## config.mk

```make
export PLATFORM = sky130hd
export DESIGN_NAME = seg_scan_ctrl
export DESIGN_NICKNAME = d
export VERILOG_FILES = /design/src/rtl/seg_pkg.sv /design/src/rtl/seg_decoder.sv /design/src/rtl/seg_scan_ctrl.sv
export SDC_FILE = /design/constraint.sdc
export NUM_CORES = 1
export LEC_CHECK = 0
export BUFFER_PORTS_ARGS = -buffer_cell sky130_fd_sc_hd__buf_4
export CORE_ASPECT_RATIO = 0.8
export CORE_MARGIN = 4
export CORE_UTILIZATION = 40
export CTS_BUF_LIST = sky130_fd_sc_hd__clkbuf_2
export DETAILED_ROUTE_END_ITERATION = 6
export PLACE_DENSITY = 0.66
export SLEW_MARGIN = 20
export SYNTH_ARGS = -nofsm -noshare
export SYNTH_HDL_FRONTEND = slang
export SYNTH_SLANG_ARGS = --single-unit
```

## constraint.sdc

```tcl
create_clock -name master_clk -period 3.3 [get_ports master_clk]
set_input_delay 0.66 -clock master_clk [delete_from_list [all_inputs] [get_ports master_clk]]
set_output_delay 0.66 -clock master_clk [all_outputs]
set_load 0.03 [all_outputs]
```

## src/rtl/seg_pkg.sv

```systemverilog
// Shared constants for the seven-segment scan controller: FSM encoding,
// active-low hex glyph table and the all-off output patterns.
package seg_pkg;

  localparam logic [0:0] S_SHOW  = 1'b0;
  localparam logic [0:0] S_BLANK = 1'b1;

  typedef enum logic [0:0] {
    SHOW  = S_SHOW,
    BLANK = S_BLANK
  } seg_state_e;

  // Wide enough for the largest legal digit count; slice to NUM_DIGITS.
  localparam logic [7:0] ANODE_OFF = 8'hFF;
  localparam logic [6:0] SEG_OFF   = 7'b1111111;

  // Active-low segments, bit 0 = a ... bit 6 = g.
  localparam logic [6:0] HEX_SEG [16] = '{
    7'b1000000,  // 0
    7'b1111001,  // 1
    7'b0100100,  // 2
    7'b0110000,  // 3
    7'b0011001,  // 4
    7'b0010010,  // 5
    7'b0000010,  // 6
    7'b1111000,  // 7
    7'b0000000,  // 8
    7'b0010000,  // 9
    7'b0001000,  // A
    7'b0000011,  // b
    7'b1000110,  // C
    7'b0100001,  // d
    7'b0000110,  // E
    7'b0001110   // F
  };

endpackage

```

## src/rtl/seg_decoder.sv

```systemverilog
// Combinational hex nibble to active-low seven-segment pattern.
import seg_pkg::*;

module seg_decoder (
  input  logic [3:0] nibble,
  output logic [6:0] seg
);

  assign seg = HEX_SEG[nibble];

endmodule

```

## src/rtl/seg_scan_ctrl.sv

```systemverilog
// Time-multiplexed seven-segment scan controller with guard-blank intervals
// between digits and frame-boundary commit of new display values.
import seg_pkg::*;

module seg_scan_ctrl #(
  parameter int NUM_DIGITS   = 4,
  parameter int BLANK_CYCLES = 16
) (
  input  logic                    master_clk,
  input  logic                    rst,
  input  logic                    scan_tick,
  input  logic                    blink,
  input  logic                    update_req,
  input  logic [4*NUM_DIGITS-1:0] digit_vals,
  input  logic [NUM_DIGITS-1:0]   blink_mask,
  input  logic [NUM_DIGITS-1:0]   dp_in,
  output logic                    update_ack,
  output logic [NUM_DIGITS-1:0]   an,
  output logic [6:0]              seg,
  output logic                    dp,
  output seg_state_e              dbg_state
);

  localparam int              IDX_W    = $clog2(NUM_DIGITS);
  localparam logic [IDX_W-1:0] IDX_LAST = IDX_W'(NUM_DIGITS - 1);
  localparam logic [7:0]       CNT_LOAD = 8'(BLANK_CYCLES - 1);
  localparam logic [NUM_DIGITS-1:0] AN_OFF = ANODE_OFF[NUM_DIGITS-1:0];

  seg_state_e                state, state_nxt;
  logic [IDX_W-1:0]          idx, idx_nxt;
  logic [7:0]                cnt, cnt_nxt;
  logic                      pending;
  logic                      commit;

  logic [4*NUM_DIGITS-1:0]   act_vals, shd_vals, act_vals_nxt;
  logic [NUM_DIGITS-1:0]     act_mask, shd_mask, act_mask_nxt;
  logic [NUM_DIGITS-1:0]     act_dp, shd_dp, act_dp_nxt;

  logic [3:0]                nib;
  logic [6:0]                seg_dec;
  logic [NUM_DIGITS-1:0]     an_show;

  assign dbg_state = state;

  always_comb begin
    state_nxt = state;
    idx_nxt   = idx;
    cnt_nxt   = cnt;
    commit    = 1'b0;
    case (state)
      SHOW: begin
        if (scan_tick) begin
          state_nxt = BLANK;
          cnt_nxt   = CNT_LOAD;
        end
      end
      BLANK: begin
        // Ticks arriving while blanking are dropped; the guard length is fixed.
        if (cnt != 8'd0) begin
          cnt_nxt = cnt - 8'd1;
        end else begin
          state_nxt = SHOW;
          idx_nxt   = (idx == IDX_LAST) ? '0 : idx + 1'b1;
          commit    = (idx == IDX_LAST) && pending;
        end
      end
      default: state_nxt = BLANK;
    endcase
  end

  // Outputs are registered from next-state values so they change on the
  // same edge as the FSM and already reflect a freshly committed frame.
  assign act_vals_nxt = commit ? shd_vals : act_vals;
  assign act_mask_nxt = commit ? shd_mask : act_mask;
  assign act_dp_nxt   = commit ? shd_dp   : act_dp;
  assign nib          = act_vals_nxt[{idx_nxt, 2'b00} +: 4];
  assign an_show      = ~(NUM_DIGITS'(1) << idx_nxt);

  seg_decoder u_dec (
    .nibble (nib),
    .seg    (seg_dec)
  );

  always_ff @(posedge master_clk) begin
    if (rst) begin
      state      <= BLANK;
      idx        <= IDX_LAST;
      cnt        <= CNT_LOAD;
      pending    <= 1'b0;
      act_vals   <= '0;
      act_mask   <= '0;
      act_dp     <= '0;
      shd_vals   <= '0;
      shd_mask   <= '0;
      shd_dp     <= '0;
      update_ack <= 1'b0;
      an         <= AN_OFF;
      seg        <= SEG_OFF;
      dp         <= 1'b1;
    end else begin
      state    <= state_nxt;
      idx      <= idx_nxt;
      cnt      <= cnt_nxt;
      act_vals <= act_vals_nxt;
      act_mask <= act_mask_nxt;
      act_dp   <= act_dp_nxt;
      if (update_req) begin
        shd_vals <= digit_vals;
        shd_mask <= blink_mask;
        shd_dp   <= dp_in;
      end
      // A request coinciding with a commit stays pending for the next frame.
      pending    <= update_req | (pending & ~commit);
      update_ack <= commit;
      if (state_nxt == SHOW) begin
        an  <= (blink && act_mask_nxt[idx_nxt]) ? AN_OFF : an_show;
        seg <= seg_dec;
        dp  <= ~act_dp_nxt[idx_nxt];
      end else begin
        an  <= AN_OFF;
        seg <= SEG_OFF;
        dp  <= 1'b1;
      end
    end
  end

endmodule
```

==> results.md, run 1 <==
* Width of the chip at 110.1 um
* Die height at 89.70 um
* Post-Synth Adder-Cell Area at 3.375%
* Worst-skew pair later-pin latency at 0.52 ns
* Final nets at 441
* Mux cell area share after synthesis at 15.30%
* Clk root buf: clkbuf_2
* Post-synth cell types at 54
* Seq/Total Area, Yosys at 43.79%
* Vias in the first global route at 2548
* Synth Area in XOR/XNOR at 1.312%
* # H-tree levels at 3
* Final setup viols at 0
* Leakage at 1.603 nW
* Initial antenna violation count at 0
* DP HPWL at 5177 um
* TritonRoute pass-1 iters at 4
* Kind of start point of the critical path: flop
* Post-synth EDFFs at 0
* CTS tree: built
* Maximum vdd drop at 0.0002210 V
* Simple-Gate Fraction of Synth Area at 19.57%
* Synthesized area per cell at 9.218 um2
* Proportion of layout cells with a drive suffix above 1 at 21.38%
* Ys async rst share at 0%
* CTS buffer count at 9
* Area grow syn2layout at 15.49%
* Antenna fix cells at 0
* Mapped Cells at 362
* RD Place Congestion at 0.8843
* Hold Crit Class: in2reg
* Commonest non-fill, non-tap cell in the layout: dfxtp_1
* PwrDens at 372.4 nW/um2
* Max-Cap Viols at 0
* Row count at 29
* Unrepaired setup endpoints after global routing: false
* Core area at 8019 um2
* Clock Tree Buf Depth at 2
* GRT Util Overall at 16.11%
* Crit path required time at 3.71 ns
* Die ar. at 9877 um2
* Worst Tran Pin Value at 0.6186 ns
* Ys flop type: dfxtp_1
* Outcome: complete, no violations
* Compound-Gate Fraction of Synth Area at 13.05%
* Flops & latches, synth at 73
* Final Skew at 0.03078 ns
* Most frequent cells in the layout: dfxtp_1 (73), buf_4 (51), nor2_1 (46), nand2_1 (42), mux2i_1 (36)
* Slew headroom at 58.76%
* Post-route DRC at 0
* GRT overflow at 0
* I/O pin count at 43
* Total power at 0.001435 W
* DRT Wirelength at 7251 um
* Initial detailed-routing violation count at 130
* Fin Setup TNS at 0 ns
* Crit. End Element: flop
* Port Buffers at 42
* WL/cell at 14.08 um
* Fin crit period at 2.764 ns
* Vias/cell at 5.225
* Largest net degree at the start of global routing at 58
* Final worst-path cycle share at 83.76%
* Final hold viol count at 0
* Post-CTS Setup Bufs at 0
* Yosys warns at 0
* Synth Cell Area at 3337 um2
* Slew Viols, Final at 0
* Reg clk slew, reported paths at 0.22 ns
* # clock sinks at 73
* Vias post-DR at 2691
* Initial Util at 41.61%
* DRT antenna net count at 0
* Synthesized Nets at 400
* Worst Path Class, Setup: reg2reg
* WP data arrival at 3.17 ns
* Cts hold-fix bufs at 0
* Resized Gates After CTS at 0
* First-pass GRT wire length at 12340 um
* Fmax at 361.8 MHz
* Crit path max fanout at 14
* Largest family of logic cells by synthesized area: simple AND/OR/NAND/NOR gates
==> final cells by class <==
class	count	area (um2)
fill	774	4165
multi-input combinational	260	1755
sequential	73	1461
timing repair buffer	51	382.9
tap	108	135.1
clock buffer	9	45.04
clock inverter	6	43.79
inverter	8	30.03
==> critical path, cell delays in order (launching register included) <==
cell	delay, ns
dfxtp_1	0.36
ha_1	0.57
mux2i_1	0.24
o22ai_1	0.10
a2111o_1	0.33
o21ai_0	0.13
inv_1	0.13
ha_1	0.23
or3_1	0.36
a22oi_1	0.14
a211oi_1	0.07
==> flip-flops by register name (all words and copies together) (netlist names), 2 cells and up <==
name      flops
seg           7
act_mask      4
an            4
shd_vals     16
shd_dp        4
idx           2
act_dp        4
act_vals     16
shd_mask      4
cnt           8
==> power by group <==
group	leakage, nW	internal, W	switching, W	total [W]
clock	0.0581	0.0000975	0.000322	0.000419
combinational	0.951	0.0000491	0.0000461	0.0000952
sequential	0.594	0.000905	0.0000161	0.000921
total	1.60	0.00105	0.000384	0.00144
==> synth_stat cells (2+ instances only) <==
cell type / n / area (um2)
dfxtp_1: 73 / 1461
nor2_1: 46 / 172.7
nand2_1: 42 / 157.7
mux2i_1: 36 / 360.4
a21oi_1: 24 / 120.1
clkbuf_1: 14 / 52.55
nand3_1: 14 / 70.07
ha_1: 9 / 112.6
a22oi_1: 8 / 60.06
inv_1: 8 / 30.03
nor3_1: 8 / 40.04
mux2_2: 6 / 67.56
o21ai_0: 5 / 25.02
a211oi_1: 4 / 30.03
nand3b_1: 4 / 30.03
xor2_1: 4 / 35.03
buf_1: 3 / 11.26
buf_2: 3 / 15.01
mux4_2: 3 / 67.56
nand2b_1: 3 / 18.77
o211ai_1: 3 / 22.52
o22ai_1: 3 / 18.77
a41oi_1: 2 / 17.52
and2_1: 2 / 12.51
nand4_1: 2 / 12.51
nor2b_1: 2 / 12.51
or3_1: 2 / 12.51
or3_2: 2 / 15.01
or4_1: 2 / 15.01
==> kinds of logic after synthesis <==
kind of cell | after synthesis
compound gates | 63
mux | 46
buf+inv | 29
flops | 73
xor+xnor | 5
simple gates | 137
fa+ha+maj | 9
==> routing by layer <==
metal | up-vias | GRT usage [%] | wire length (um)
met5 | - | 0 | 0
met4 | 0 | 3.691 | 63
met3 | 7 | 5.861 | 443
met2 | 64 | 24.17 | 3193
met1 | 1246 | 22.27 | 3551
li1 | 1374 | - | -
==> worst paths after layout <==
path / slack, ns / start / depth (start not counted) / endpoint
max: 0.54 / idx[0] / 10 / seg[0]
min: 0.35 / blink_mask[2] / 3 / shd_mask[2]
max reg2reg: 0.54 / idx[0] / 10 / seg[0]
min reg2reg: 0.47 / shd_vals[12] / 2 / act_vals[12]
==> per-stage QoR <==
step	utilization, %	hold WS (ns)	area (um2)	setup WS, ns	cells
after CTS	48.06	0.2849	3854	0.5319	515
after global routing	48.06	0.2673	3854	0.3161	515
after detailed placement	46.95	0.4461	3765	0.5429	500
after floorplan	-	0.4312	3337	0.4085	362
after global placement	46.95	0.4415	3765	0.5889	500
final	48.06	0.3528	3854	0.5358	515
No activity file was read; power rests on OpenSTA's default activity.
==> run 2: changes to the inputs <==
PLACE_DENSITY = 0.68   (was 0.66)
clock period = 2.4 ns   (was 3.3 ns; I/O delays follow)
==> run 2 against run 1 <==
Net effect:
- first-iteration DRC count is 65% higher
- core utilization increased by 7.6 points
- clock power increased by 44%
- sequential power is 38% higher
- sequential share of layout area decreased by 5.0 points
- highest routed layer unchanged
==> results.md, run 2 (synthesis gave the netlist of run 1 again) <==
* Outcome: complete, no violations
* DRT Wirelength at 8079 um (+11%)
* GRT Util Overall at 17.03% (+0.92 points)
* Initial antenna violation count at 0 (unchanged)
* Final worst-path cycle share at 98.52% (+15 points)
* Antenna fix cells at 0 (unchanged)
* Clock Tree Buf Depth at 2 (unchanged)
* PwrDens at 455.4 nW/um2 (+22%)
* Worst Path Class, Setup: reg2reg
* Reg clk slew, reported paths at 0.22 ns (about the same)
* Vias post-DR at 2924 (+8.7%)
* Dpl cells at 543 (+8.6%)
* Area grow syn2layout at 33.63%
* Vias/cell at 5.194 (-0.61%)
* Clock power frac at 29.7% (+0.5 points)
* Slew headroom at 60.35% (+1.6 points)
* Crit path required time at 2.84 ns (-0.87 ns)
* WP data arrival at 2.81 ns (-0.36 ns)
* Vias in the first global route at 2749 (+7.9%)
* Unrepaired setup endpoints after global routing: true
* Non-Filler Instances at 563 (+9.3%)
* Pre-CTS setup slack at -0.1527 ns (-0.6956 ns)
* GRT overflow at 0 (unchanged)
* Worst-skew pair later-pin latency at 0.52 ns (about the same)
* Max-Cap Viols at 0 (unchanged)
* Final nets at 488 (+11%)
* # H-tree levels at 3 (unchanged)
* Fin crit period at 2.364 ns (-0.3998 ns)
* CP Cell Sequence: inv_2 -> ha_4 -> nor4bb_4 -> buf_6 -> nand2_8 -> a2111o_1 -> o21ai_4 -> inv_2 -> ha_4 -> or3_1 -> a22oi_1 -> a211oi_1
* Port Buffers at 42 (unchanged)
* Clk root buf: clkbuf_2
* Post-route DRC at 0 (unchanged)
* CTS buffer count at 9 (unchanged)
* Part of the power in registers at 62.4% (-1.8 points)
* Final setup viols at 0 (unchanged)
* I/O pin count at 43 (unchanged)
* Die height at 89.70 um (unchanged)
* Die ar. at 9877 um2 (unchanged)
* Largest net degree at the start of global routing at 58 (unchanged)
* Setup ws final at 0.03557 ns (-0.5002 ns)
* Initial Util at 41.61% (unchanged)
* Crit-path max cell delay at 0.40 ns (-0.17 ns)
* Slew Viols, Final at 0 (unchanged)
* Most frequent cells in the layout: buf_4 (93), dfxtp_1 (69), nor2_1 (44), nand2_1 (41), mux2i_1 (35)
* Total net switching power at 0.0005571 W (+45%)
* Maximum vdd drop at 0.0004325 V (+96%)
* Row count at 29 (unchanged)
* # clock sinks at 73 (unchanged)
* Final hold viol count at 0 (unchanged)
* Slowest CP cell: a2111o_1
* Leakage at 1.842 nW (+15%)
* Hold Crit Class: in2reg
* Int Pwr at 0.001474 W (+40%)
* First-pass GRT wire length at 13230 um (+7.2%)
* Cts hold-fix bufs at 0 (unchanged)
* Fmax at 422.9 MHz (+17%)
* Minimum hold slack at 0.1684 ns (-0.1844 ns)
* Final Skew at 0.03246 ns (+0.001689 ns)
* Gate power share at 7.9% (+1.3 points)
* Worst Tran Pin Value at 0.5948 ns (-0.02380 ns)
* TritonRoute pass-1 iters at 4 (unchanged)
* Crit path max fanout at 5 (-9)
* Proportion of layout cells with a drive suffix above 1 at 36.70% (+15 points)
* RD Place Congestion at 0.9149 (+3.5%)
* Fin Setup TNS at 0 ns (unchanged)
* Crit. End Element: flop
* Initial detailed-routing violation count at 214 (+65%)
* WL/cell at 14.35 um (+1.9%)
* Sw Share at 27.43% (+0.68 points)
* DRT antenna net count at 0 (unchanged)
* CTS tree: built
* Top Registers: act_vals: 16 flops, shd_vals: 16 flops, cnt: 8 flops
* Kind of start point of the critical path: flop
* Core area at 8019 um2 (unchanged)
* Commonest non-fill, non-tap cell in the layout: buf_4
* DP HPWL at 5666 um (+9.4%)
* Width of the chip at 110.1 um (unchanged)
[run 2: cell count changes in the layout (fill, tap and decap cells not counted), moves of 3 or more]
cell	before	now
buf_4	51	93
ha_1	9	4
buf_6	0	4
dfxtp_1	73	69
ha_4	0	4
inv_1	8	4
inv_2	0	4
dfxtp_2	0	3
[run 2: final timing paths]
check / start / endpoint / slack [ns] / cells after the start
max reg2reg: cnt[1] / seg[0] / 0.04 / 12
max: cnt[1] / seg[0] / 0.04 / 12
min: digit_vals[6] / shd_vals[6] / 0.17 / 3
min reg2reg: shd_vals[15] / act_vals[15] / 0.46 / 2
[run 2: power by group through the flow]
stage / sequential (W) / clock (W) / combinational, W
after floorplan: 0.00128 / 0 / 0.0000833
after global placement: 0.00129 / 0 / 0.000147
after detailed placement: 0.00129 / 0 / 0.000151
after CTS: 0.00127 / 0.000631 / 0.000152
after global routing: 0.00127 / 0.000671 / 0.000178
final: 0.00127 / 0.000603 / 0.000161
[run 2: critical path, delay by kind of cell, from the launching register on]
family,cells,cell delay (ns)
adder cells (fa/ha/maj),2,0.28
AND/OR/NAND/NOR,3,0.62
AO/OA/AOI/OAI,4,0.72
flip-flops,1,0.36
buffers and inverters,3,0.34
[run 2: layout make-up]
type / count / area, um2
clock buffers: 9 / 45.04
clock inverters: 7 / 51.30
fillers: 716 / 3560
inverters: 8 / 30.03
multi-input cells: 260 / 1966
flip-flops and latches: 73 / 1469
well taps: 108 / 135.1
repair buffers: 98 / 763.2
[run 2: per-layer routing]
layer / up-vias / GRT usage [%] / share of wire, %
met2: 79 / 25.55 / 46
met4: 0 / 4.922 / 0.84
met5: - / 0 / 0
met3: 8 / 4.575 / 5.1
li1: 1460 / - / -
met1: 1377 / 24.16 / 48
[run 2: repair_timing]
action,4_1_cts,5_1_grt
gates resized for setup,4,37
endpoints found under the setup margin,11,11
pin swaps,2,11
setup buffers,0,5
[run 2: through the flow]
step / util [%] / total power [W] / cell area, um2
after global routing: 55.61 / 0.002121 / 4459
after CTS: 52.99 / 0.002049 / 4249
after global placement: 51.52 / 0.001435 / 4131
after floorplan: - / 0.001365 / 3388
after detailed placement: 51.52 / 0.001440 / 4131
final: 55.61 / 0.002031 / 4459
==> run 3: changes to the inputs <==
ABC_AREA = 1   (was unset)
CORE_MARGIN = unset   (was 4)
==> run 3 against run 2 <==
Net effect:
- sequential share of layout area is 3.1 points higher
- final cell count grew 12%
- worst hold slack worse by 0.030 ns
- clock power grew 34%
- clock skew shrank 0.00057 ns
- wire length fell by 3.0%
- non-clock buffer count decreased by 28
- sequential power barely moved
- critical path type unchanged
- largest cell class unchanged
==> results.md, run 3 <==
* Synth top area share at 45.01% (+1.2 points)
* Post-route cell area at 4064 um2 (-8.9%)
* Initial antenna violation count at 0 (unchanged)
* Ys async rst share at 0% (unchanged)
* Dpl cell area at 3745 um2 (-9.4%)
* Largest net degree at the start of global routing at 29 (-50%)
* WL/cell at 12.44 um (-13%)
* Antenna fix cells at 0 (unchanged)
* Hold Crit Class: in2reg
* Setup ws final at 0.1122 ns (+0.07666 ns)
* Most common cell in the netlist: nand2_1
* Final setup viols at 0 (unchanged)
* First-pass GRT wire length at 12320 um (-6.8%)
* Initial Util at 42.51% (+0.90 points)
* Maximum vdd drop at 0.0002916 V (-33%)
* Port Buffers at 42 (unchanged)
* Worst Path Class, Setup: reg2reg
* Worst Tran Pin Value at 0.3595 ns (-0.2353 ns)
* Final worst-path cycle share at 95.32% (-3.2 points)
* GRT overflow at 0 (unchanged)
* Fmax at 437.1 MHz (+3.4%)
* Core Util, Final at 53.21% (-2.4 points)
* Crit. End Element: flop
* TritonRoute pass-1 iters at 4 (unchanged)
* Slew Viols, Final at 0 (unchanged)
* DRT antenna net count at 0 (unchanged)
* Sequential Area at 1463 um2 (-0.43%)
* Mapped Cells at 453 (+25%)
* Yosys warns at 0 (unchanged)
* Post-synth top cells: nand2_1 (116), dfxtp_1 (73), nor2_1 (63)
* Minimum hold slack at 0.1389 ns (-0.02951 ns)
* CTS tree: built
* Proportion of layout cells with a drive suffix above 1 at 25.52% (-11 points)
* Vias/cell at 4.754 (-8.5%)
* Max-Cap Viols at 0 (unchanged)
* Unrepaired setup endpoints after global routing: true
* Final hold viol count at 0 (unchanged)
* Commonest non-fill, non-tap cell in the layout: nand2_1
* Slew headroom at 75.87% (+16 points)
* Row count at 28 (-3.4%)
* WP data arrival at 2.72 ns (-0.09 ns)
* DP HPWL at 5366 um (-5.3%)
* Vias post-DR at 2995 (+2.4%)
* Synthesized area per cell at 7.167 um2 (-22%)
* Filler cells at 764 (+6.7%)
* Pre-CTS setup slack at 0.02601 ns (+0.1787 ns)
* CTS buffer count at 9 (unchanged)
* Worst setup path startpoint: cnt[1]
* Multi-input logic area at 1625 um2 (-17%)
* Worst-skew pair later-pin latency at 0.54 ns (+0.02 ns)
* Seq/Total Area, Yosys at 45.01% (+1.2 points)
* I/O pin count at 43 (unchanged)
* # H-tree levels at 3 (unchanged)
* Clk root buf: clkbuf_2
* Crit path max fanout at 8 (+3)
* Cts hold-fix bufs at 0 (unchanged)
* Crit path capture: seg[0]
* Flop-to-flop setup slack at 0.11 ns (+0.08 ns)
* Initial detailed-routing violation count at 179 (-16%)
* Synth Cell Area at 3247 um2 (-2.7%)
* Reg clk slew, reported paths at 0.23 ns (about the same)
* Flops & latches, synth at 73 (unchanged)
* Most frequent cells in the layout: nand2_1 (105), dfxtp_1 (72), buf_4 (69), nor2_1 (63)
* Fin Setup TNS at 0 ns (unchanged)
* Core area at 7637 um2 (-4.8%)
* R2r startpoint: cnt[1]
* Area grow syn2layout at 25.16%
* Post-synth EDFFs at 0 (unchanged)
* Fin crit period at 2.288 ns (-0.07666 ns)
* Synth area leader: dfxtp_1
* Leakage at 1.853 nW (+0.58%)
* Synthesized Nets at 491 (+23%)
* Final Skew at 0.03190 ns (-0.0005695 ns)
* DRT Wirelength at 7836 um (-3.0%)
* RD Place Congestion at 0.8023 (-12%)
* Crit path required time at 2.83 ns (about the same)
* Clock Tree Buf Depth at 2 (unchanged)
* Top Registers: act_vals: 16 flops, shd_vals: 16 flops, cnt: 8 flops
* Post-route DRC at 0 (unchanged)
* Vias in the first global route at 2617 (-4.8%)
* PwrDens at 571.3 nW/um2 (+25%)
* Die height at 82.59 um (-7.9%)
* Final nets at 559 (+15%)
* Outcome: complete, no violations
* Ys flop type: dfxtp_1
* Die ar. at 8484 um2 (-14%)
* R2R Path End: seg[0]
* Kind of start point of the critical path: flop
* Width of the chip at 102.7 um (-6.7%)
* R2R cell count at 17 (+5)
* Post-synth cell types at 30 (-44%)
* GRT Util Overall at 19.32% (+2.3 points)
* Top post-synthesis cells by area: dfxtp_1 (45%), nand2_1 (13%), nor2_1 (7.3%)
* # clock sinks at 73 (unchanged)
-- run 3: power by group --
| group | switching, W | internal, W | leakage [nW] |
|---|---|---|---|
| sequential | 0.0000272 | 0.00127 | 0.596 |
| clock | 0.000462 | 0.000344 | 0.0746 |
| combinational | 0.000127 | 0.0000958 | 1.18 |
| total | 0.000616 | 0.00171 | 1.85 |
-- run 3: stage by stage --
step	total power (W)	cells
2_1_floorplan	0.001433	453
4_1_cts	0.002314	617
3_3_place_gp	0.001510	602
6_report	0.002322	630
3_5_place_dp	0.001518	602
5_1_grt	0.002436	630
-- run 3: worst min-delay path by stage --
stage,slack [ns],cells past startpoint,to,startpoint
floorplan,0.43,2,shd_dp[0],shd_dp[0]
global route,0.08,3,shd_vals[1],digit_vals[1]
CTS,0.11,3,shd_vals[5],digit_vals[5]
global placement,0.45,2,shd_dp[0],shd_dp[0]
finish,0.14,3,shd_mask[2],blink_mask[2]
detailed placement,0.45,2,shd_dp[0],shd_dp[0]
-- run 3: critical path, stage by stage (launching register included) --
cell and delay (ns):
dfxtp_2 0.37, inv_2 0.06, ha_2 0.17, nand2_2 0.08, nor2_4 0.21, nand2_2 0.12, nand2_2 0.09, nand2_4 0.11
nor2_4 0.17, nand2_1 0.08, nand2_2 0.10, nor2_4 0.05, buf_4 0.14, ha_1 0.20, nand2_1 0.07, nand3_1 0.06
nand2_1 0.06, nand2_1 0.04
-- run 3: what timing repair did --
action                                  4_1_cts  5_1_grt
resized for setup                             1       27
buffers inserted                              0       11
gates cloned                                  0        2
hold endpoints to repair                      0        0
pin swaps                                     0        9
endpoints found under the setup margin        1        7
-- run 3: logic make-up after synthesis --
family	count (synthesis)	share of synthesized area [%]
buf+inv	62	7.822
fa+ha+maj	9	3.468
simple gates	244	32.95
flops	73	45.01
mux	3	0.9249
compound gates	62	9.827
-- run 3: cell type report --
cell class / instances / share of cell area, %
multi-input combinational: 320 / 39.99
clock buffer: 9 / 1.108
sequential: 73 / 35.99
clock inverter: 6 / 2.278
tap: 105 / 3.233
timing repair buffer: 70 / 13.02
inverter: 47 / 4.372
-- run 3: per-layer routing --
metal	part of all wire (%)	up-vias	routed length (um)	track usage [%]
met4	0.70	0	55	4.507
met5	0	-	0	0
met2	45	77	3546	30.53
met3	5.2	6	408	6.061
li1	-	1570	-	-
met1	49	1342	3825	25.76
